File: config.mk
export PLATFORM = sky130hd
export DESIGN_NAME = cursor_ctrl
export DESIGN_NICKNAME = d
export VERILOG_FILES = /design/src/rtl/cursor_ctrl.sv
export SDC_FILE = /design/constraint.sdc
export NUM_CORES = 1
export LEC_CHECK = 0
export ABC_AREA = 1
export CAP_MARGIN = 5
export CORE_ASPECT_RATIO = 0.75
export CORE_MARGIN = 1.5
export CORE_UTILIZATION = 23
export DETAILED_ROUTE_END_ITERATION = 8
export PLACE_DENSITY_LB_ADDON = 0.2
export SYNTH_ARGS = -nofsm -noshare
export SYNTH_HDL_FRONTEND = slang
export SYNTH_SLANG_ARGS = --single-unit
File: constraint.sdc
create_clock -name clk -period 1.9 [get_ports clk]
set_clock_uncertainty 0.1 [all_clocks]
set_input_delay 0.38 -clock clk [delete_from_list [all_inputs] [get_ports clk]]
set_output_delay 0.38 -clock clk [all_outputs]
set_load 0.05 [all_outputs]
File: src/rtl/cursor_ctrl.sv
// rtl/cursor_ctrl.sv - PS/2 byte decoder, board cursor and select/confirm handshake
// Optional feature macro: CURSOR_WRAP_EN (cursor wraps at board edges instead of saturating).
module cursor_ctrl #(
  parameter int         X_BITS    = 3,
  parameter int         Y_BITS    = 3,
  parameter int         X_MAX     = 7,
  parameter int         Y_MAX     = 7,
  parameter int         X_INIT    = 0,
  parameter int         Y_INIT    = 1,
  parameter logic [7:0] KEY_UP    = 8'h1D,
  parameter logic [7:0] KEY_DOWN  = 8'h1B,
  parameter logic [7:0] KEY_LEFT  = 8'h1C,
  parameter logic [7:0] KEY_RIGHT = 8'h23,
  parameter logic [7:0] KEY_ENTER = 8'h5A,
  parameter logic [7:0] KEY_ESC   = 8'h76
) (
  input  logic                     clk,
  input  logic                     RST,
  input  logic                     code_valid,
  input  logic [7:0]               code,
  input  logic                     busy,
  input  logic                     own_piece,
  input  logic                     move_ok,
  output logic [X_BITS+Y_BITS-1:0] cursor,
  output logic                     sel_valid,
  output logic [X_BITS+Y_BITS-1:0] sel_pos,
  output logic                     confirm,
  output logic [X_BITS+Y_BITS-1:0] confirm_src,
  output logic [X_BITS+Y_BITS-1:0] confirm_dst,
  output logic                     cancel,
  output logic                     key_evt
);
  localparam int P_BITS = X_BITS + Y_BITS;
  localparam logic [X_BITS-1:0] XM = X_BITS'(X_MAX);
  localparam logic [Y_BITS-1:0] YM = Y_BITS'(Y_MAX);
`ifdef CURSOR_WRAP_EN
  localparam logic [X_BITS-1:0] X_OVER  = '0;
  localparam logic [X_BITS-1:0] X_UNDER = XM;
  localparam logic [Y_BITS-1:0] Y_OVER  = '0;
  localparam logic [Y_BITS-1:0] Y_UNDER = YM;
`else
  localparam logic [X_BITS-1:0] X_OVER  = XM;
  localparam logic [X_BITS-1:0] X_UNDER = '0;
  localparam logic [Y_BITS-1:0] Y_OVER  = YM;
  localparam logic [Y_BITS-1:0] Y_UNDER = '0;
`endif

  typedef enum logic [1:0] {ST_IDLE, ST_SEL, ST_COMMIT} state_e;

  state_e              state_q, state_d;
  logic                ext_q, ext_d, brk_q, brk_d;
  logic [7:0]          held_q, held_d;
  logic [X_BITS-1:0]   x_q, x_d;
  logic [Y_BITS-1:0]   y_q, y_d;
  logic [P_BITS-1:0]   sel_pos_q, sel_pos_d, src_q, src_d, dst_q, dst_d;
  logic                sel_valid_q, sel_valid_d, confirm_q, confirm_d;
  logic                cancel_q, cancel_d, key_evt_q, key_evt_d;
  logic                is_event, is_make, is_arrow, is_cmd, act;
  logic [P_BITS-1:0]   cur_pos;
  logic                ext_unused;

  // The E0 prefix is tracked but key matching deliberately ignores it.
  assign ext_unused = ext_q;
  assign cur_pos    = {y_q, x_q};

  always_comb begin
    state_d     = state_q;
    ext_d       = ext_q;
    brk_d       = brk_q;
    held_d      = held_q;
    x_d         = x_q;
    y_d         = y_q;
    sel_pos_d   = sel_pos_q;
    src_d       = src_q;
    dst_d       = dst_q;
    confirm_d   = 1'b0;
    cancel_d    = 1'b0;
    key_evt_d   = 1'b0;
    is_event    = code_valid && (code != 8'hE0) && (code != 8'hF0);
    is_make     = is_event && !brk_q;
    is_arrow    = (code == KEY_UP) || (code == KEY_DOWN) ||
                  (code == KEY_LEFT) || (code == KEY_RIGHT);
    is_cmd      = (code == KEY_ENTER) || (code == KEY_ESC);
    // Arrows repeat with typematic; ENTER/ESC fire once per press.
    act         = is_make && (is_arrow || (is_cmd && (code != held_q))) &&
                  !busy && (state_q != ST_COMMIT);

    if (code_valid) begin
      if (code == 8'hE0)      ext_d = 1'b1;
      else if (code == 8'hF0) brk_d = 1'b1;
      else begin
        ext_d = 1'b0;
        brk_d = 1'b0;
      end
    end
    if (is_event && brk_q && (code == held_q)) held_d = '0;
    if (is_make && is_cmd) held_d = code;
    if (state_q == ST_COMMIT) state_d = ST_IDLE;

    if (act) begin
      key_evt_d = 1'b1;
      if (code == KEY_UP)         y_d = (y_q == YM)  ? Y_OVER  : y_q + 1'b1;
      else if (code == KEY_DOWN)  y_d = (y_q == '0)  ? Y_UNDER : y_q - 1'b1;
      else if (code == KEY_RIGHT) x_d = (x_q == XM)  ? X_OVER  : x_q + 1'b1;
      else if (code == KEY_LEFT)  x_d = (x_q == '0)  ? X_UNDER : x_q - 1'b1;
      else if (code == KEY_ENTER) begin
        if (state_q == ST_IDLE) begin
          if (own_piece) begin
            state_d   = ST_SEL;
            sel_pos_d = cur_pos;
          end
        end else if (cur_pos == sel_pos_q) begin
          state_d = ST_IDLE;
        end else if (move_ok) begin
          state_d   = ST_COMMIT;
          confirm_d = 1'b1;
          src_d     = sel_pos_q;
          dst_d     = cur_pos;
        end
      end else if (state_q == ST_SEL) begin
        state_d  = ST_IDLE;
        cancel_d = 1'b1;
      end
    end
    sel_valid_d = (state_d != ST_IDLE);
  end

  always_ff @(posedge clk or negedge RST) begin
    if (!RST) begin
      state_q     <= ST_IDLE;
      ext_q       <= 1'b0;
      brk_q       <= 1'b0;
      held_q      <= '0;
      x_q         <= X_BITS'(X_INIT);
      y_q         <= Y_BITS'(Y_INIT);
      sel_pos_q   <= '0;
      src_q       <= '0;
      dst_q       <= '0;
      sel_valid_q <= 1'b0;
      confirm_q   <= 1'b0;
      cancel_q    <= 1'b0;
      key_evt_q   <= 1'b0;
    end else begin
      state_q     <= state_d;
      ext_q       <= ext_d;
      brk_q       <= brk_d;
      held_q      <= held_d;
      x_q         <= x_d;
      y_q         <= y_d;
      sel_pos_q   <= sel_pos_d;
      src_q       <= src_d;
      dst_q       <= dst_d;
      sel_valid_q <= sel_valid_d;
      confirm_q   <= confirm_d;
      cancel_q    <= cancel_d;
      key_evt_q   <= key_evt_d;
    end
  end

  assign cursor      = cur_pos;
  assign sel_valid   = sel_valid_q;
  assign sel_pos     = sel_pos_q;
  assign confirm     = confirm_q;
  assign confirm_src = src_q;
  assign confirm_dst = dst_q;
  assign cancel      = cancel_q;
  assign key_evt     = key_evt_q;
endmodule

==> results by group <==
Floorplan
  • Die Y-Extent: 91.2 um
  • Die X: 121 um
  • # rows: 31
  • Core ar.: 0.00989 mm2
  • I/O pin count: 42
  • Die ar.: 0.0110 mm2
  • Initial Util: 0.241

Routing
  • Detailed-route via count: 2,340
  • Starting DRC count in detailed routing: 131
  • Wirelength, routed: 6840 um
  • DR pass1 iterations: 4
  • Wirelength per Cell: 12.0 um
  • DR vias/cell: 4.12
  • Drc violations: 0
  • Remaining antenna violation count: 0

Finish
  • Layout cells sized above 1: 0.326
  • # diodes: 0
  • Fillers: 1,033
  • Cell Count, Final, Fillers Out: 568
  • Layout area overhead: 49.9%
  • Fin nets: 457
  • Finished Core Util: 0.362

Synth
  • Post-synth ARST share: 1.00
  • Synth Warn #: 0
  • Top_reg_cell synth: dfrtp_1
  • Sequential fraction of the synthesis area: 0.409
  • Mapped Area: 0.00239 mm2
  • Synth cell types: 26
  • Flops & latches, synth: 39
  • Mapped Cells: 338
  • Syn nets: 360
  • Number of flops mapped to enable cells by yosys: 0
  • Avg Synthesized Cell Area: 7.06 um2

STA
  • Max-slew violation count: 0
  • Unrepaired setup endpoints after global routing: yes
  • Final hold vios: 0
  • Max-slew headroom: 0.824
  • Worst-margin pin slew: 0.264 ns
  • # setup viols final: 0
  • Tmin final: 1.82 ns
  • Final period utilization: 0.960
  • Setup tns final: 0 ns
  • Fmax: 548 MHz

Clock network
  • Clock Tree Buf Depth: 2
  • CTS clk-pin slew, worst paths: 0.06 ns
  • Root buffer cell: clkbuf_16
  • CTS tree: done
  • CTS H-tree depth: 2
  • Sink Count: 39
  • Worst skew pair latency: 0.28 ns
  • Total CTS buffers: 5

Power
  • Worst VDD drop: 0.000289 V
  • Power per standard cell area: 615 mW/mm2
  • Total power: 0.00220 W
  • P_leak: 1.92 nW

Placement
  • IO buf count: 41
  • DP HPWL: 5160 um
  • Placer Congestion: 0.826
  • Placed Cells incl. Taps: 552

Setup path
  • CP required: 2.03 ns
  • Critical path class: reg2reg
  • Crit path DAT: 1.95 ns
  • CP max FO: 6
  • Startpoint type of the worst setup path: register
  • Worst setup EP type: register
  • Reg2Reg Depth: 10

Run
  • Max-Cap Viols: 0

GRT
  • Total GRT Usage: 0.131
  • First-pass GRT wire length: 11,300 um
  • Initial antenna violation count: 0
  • Grt ovf: 0
  • Largest net degree at the start of global routing: 40
  • Number of global-route vias before repair: 2,225

Status
  • Outcome: complete, no violations

Hold path
  • Hold Path Stages: 2
  • Hold crit path type: reg2reg
path summary, 6_finish.rpt:
path	slack, ns	start	endpoint
min	0.38	confirm_dst[5]$_DFFE_PN0P_	confirm_dst[5]$_DFFE_PN0P_
max	0.08	y_q[0]$_DFFE_PN1P_	confirm_dst[0]$_DFFE_PN0P_
max reg2reg	0.08	y_q[0]$_DFFE_PN1P_	confirm_dst[0]$_DFFE_PN0P_
max in group asynchronous	0.94	RST	y_q[0]$_DFFE_PN1P_
min in group asynchronous	0.48	RST	held_q[7]$_DFFE_PN0P_
min reg2reg	0.38	confirm_dst[5]$_DFFE_PN0P_	confirm_dst[5]$_DFFE_PN0P_
through the flow:
stage               cell area [um2]  worst slack, ns  hold WS [ns]
finish                         3580           0.0768         0.377
global placement               3250           -0.524         0.262
floorplan                      2400         0.000522       -0.0156
CTS                            3540          0.00973         0.385
detailed placement             3250           -0.536         0.274
global route                   3580          -0.0798         0.406
cell usage after synthesis, types with 2 or more instances:
cell type / instances / area share
a21oi_1: 7 / 0.015
buf_6: 2 / 0.0094
dfrtp_1: 38 / 0.40
ha_1: 8 / 0.042
inv_1: 43 / 0.068
inv_2: 4 / 0.0063
nand2_1: 129 / 0.20
nand2_2: 2 / 0.0052
nand3_1: 9 / 0.019
nand4_1: 5 / 0.013
nor2_1: 34 / 0.053
nor2_2: 5 / 0.013
nor2_4: 2 / 0.0094
o21ai_0: 19 / 0.040
o21ai_1: 9 / 0.019
o21ai_2: 6 / 0.022
o22ai_1: 5 / 0.013
xnor2_1: 2 / 0.0073
xor2_1: 2 / 0.0073
cell families after synthesis:
| family | Yosys count | synth area share |
|---|---|---|
| flip-flops | 39 | 0.409 |
| AND/OR/NAND/NOR | 189 | 0.330 |
| AO/OA/AOI/OAI | 47 | 0.115 |
| buffers and inverters | 51 | 0.0886 |
| adder cells (fa/ha/maj) | 8 | 0.0419 |
| XOR/XNOR | 4 | 0.0147 |
cell type report:
type / instances / area, um2 / area share
Sequential cell: 39 / 987 / 0.276
Tap cell: 132 / 165 / 0.0462
Clock buffer: 5 / 125 / 0.0350
Timing Repair Buffer: 92 / 771 / 0.215
Multi-Input combinational cell: 250 / 1310 / 0.366
Inverter: 47 / 176 / 0.0493
Clock inverter: 3 / 43.8 / 0.0122
power by group:
group | leakage, nW | total, W | internal, W | switching, W
Combinational | 1.37 | 0.000326 | 0.000130 | 0.000196
Clock | 0.0838 | 0.000985 | 0.000620 | 0.000365
Sequential | 0.468 | 0.000889 | 0.000864 | 0.0000250
routing by layer:
layer / routed length (um) / up-vias / share of wire / global-route usage
met4: 61 / 0 / 0.0089 / 0.0294
met1: 3670 / 1040 / 0.54 / 0.197
li1: - / 1244 / - / -
met2: 2830 / 51 / 0.41 / 0.191
met5: 0 / - / 0 / 0
met3: 272 / 5 / 0.040 / 0.0270
placed cells by master (no fill, tap or decap), drive strengths merged:
master and count:
ha 8, a21oi 8, dfrtp 38, o22ai 5
dfstp 1, clkdlybuf4s15 2, inv 47, xor2 2
dlygate4sd2 4, bufinv 1, clkdlybuf4s50 4, o21ai 34
xnor2 2, nand3 11, dlygate4sd3 1, nand2 132
buf 79, nor3 1, nand4 5, clkinv 2
clkbuf 7, nor2 42
registers in the layout (all words and copies together), names as in the netlist:
name	cells
sel_pos	6
confirm_dst	6
x_q	3
state_q	2
sel_valid	1
held_q	8
confirm	1
brk_q	1
cancel	1
key_evt	1
confirm_src	6
y_q	3
critical path, stage by stage, from the launching register on:
cell and delay, ns:
dfstp_4 0.62, xor2_1 0.15, nor2_1 0.05, nand3_1 0.10, nand2_1 0.08, nor2_2 0.12
nand2_2 0.12, buf_6 0.15, nor2_4 0.14, nand2_1 0.07, nand2_1 0.06
timing repair:
item,4_1_cts,5_1_grt
endpoints found under the setup margin,37,29
pin swaps,8,10
cloned,2,0
setup buffers,4,1
gates resized for setup,29,22
hold endpoints to repair,38,0
hold buffers,1,0
Note: power is estimated with default switching activity, not from simulation.
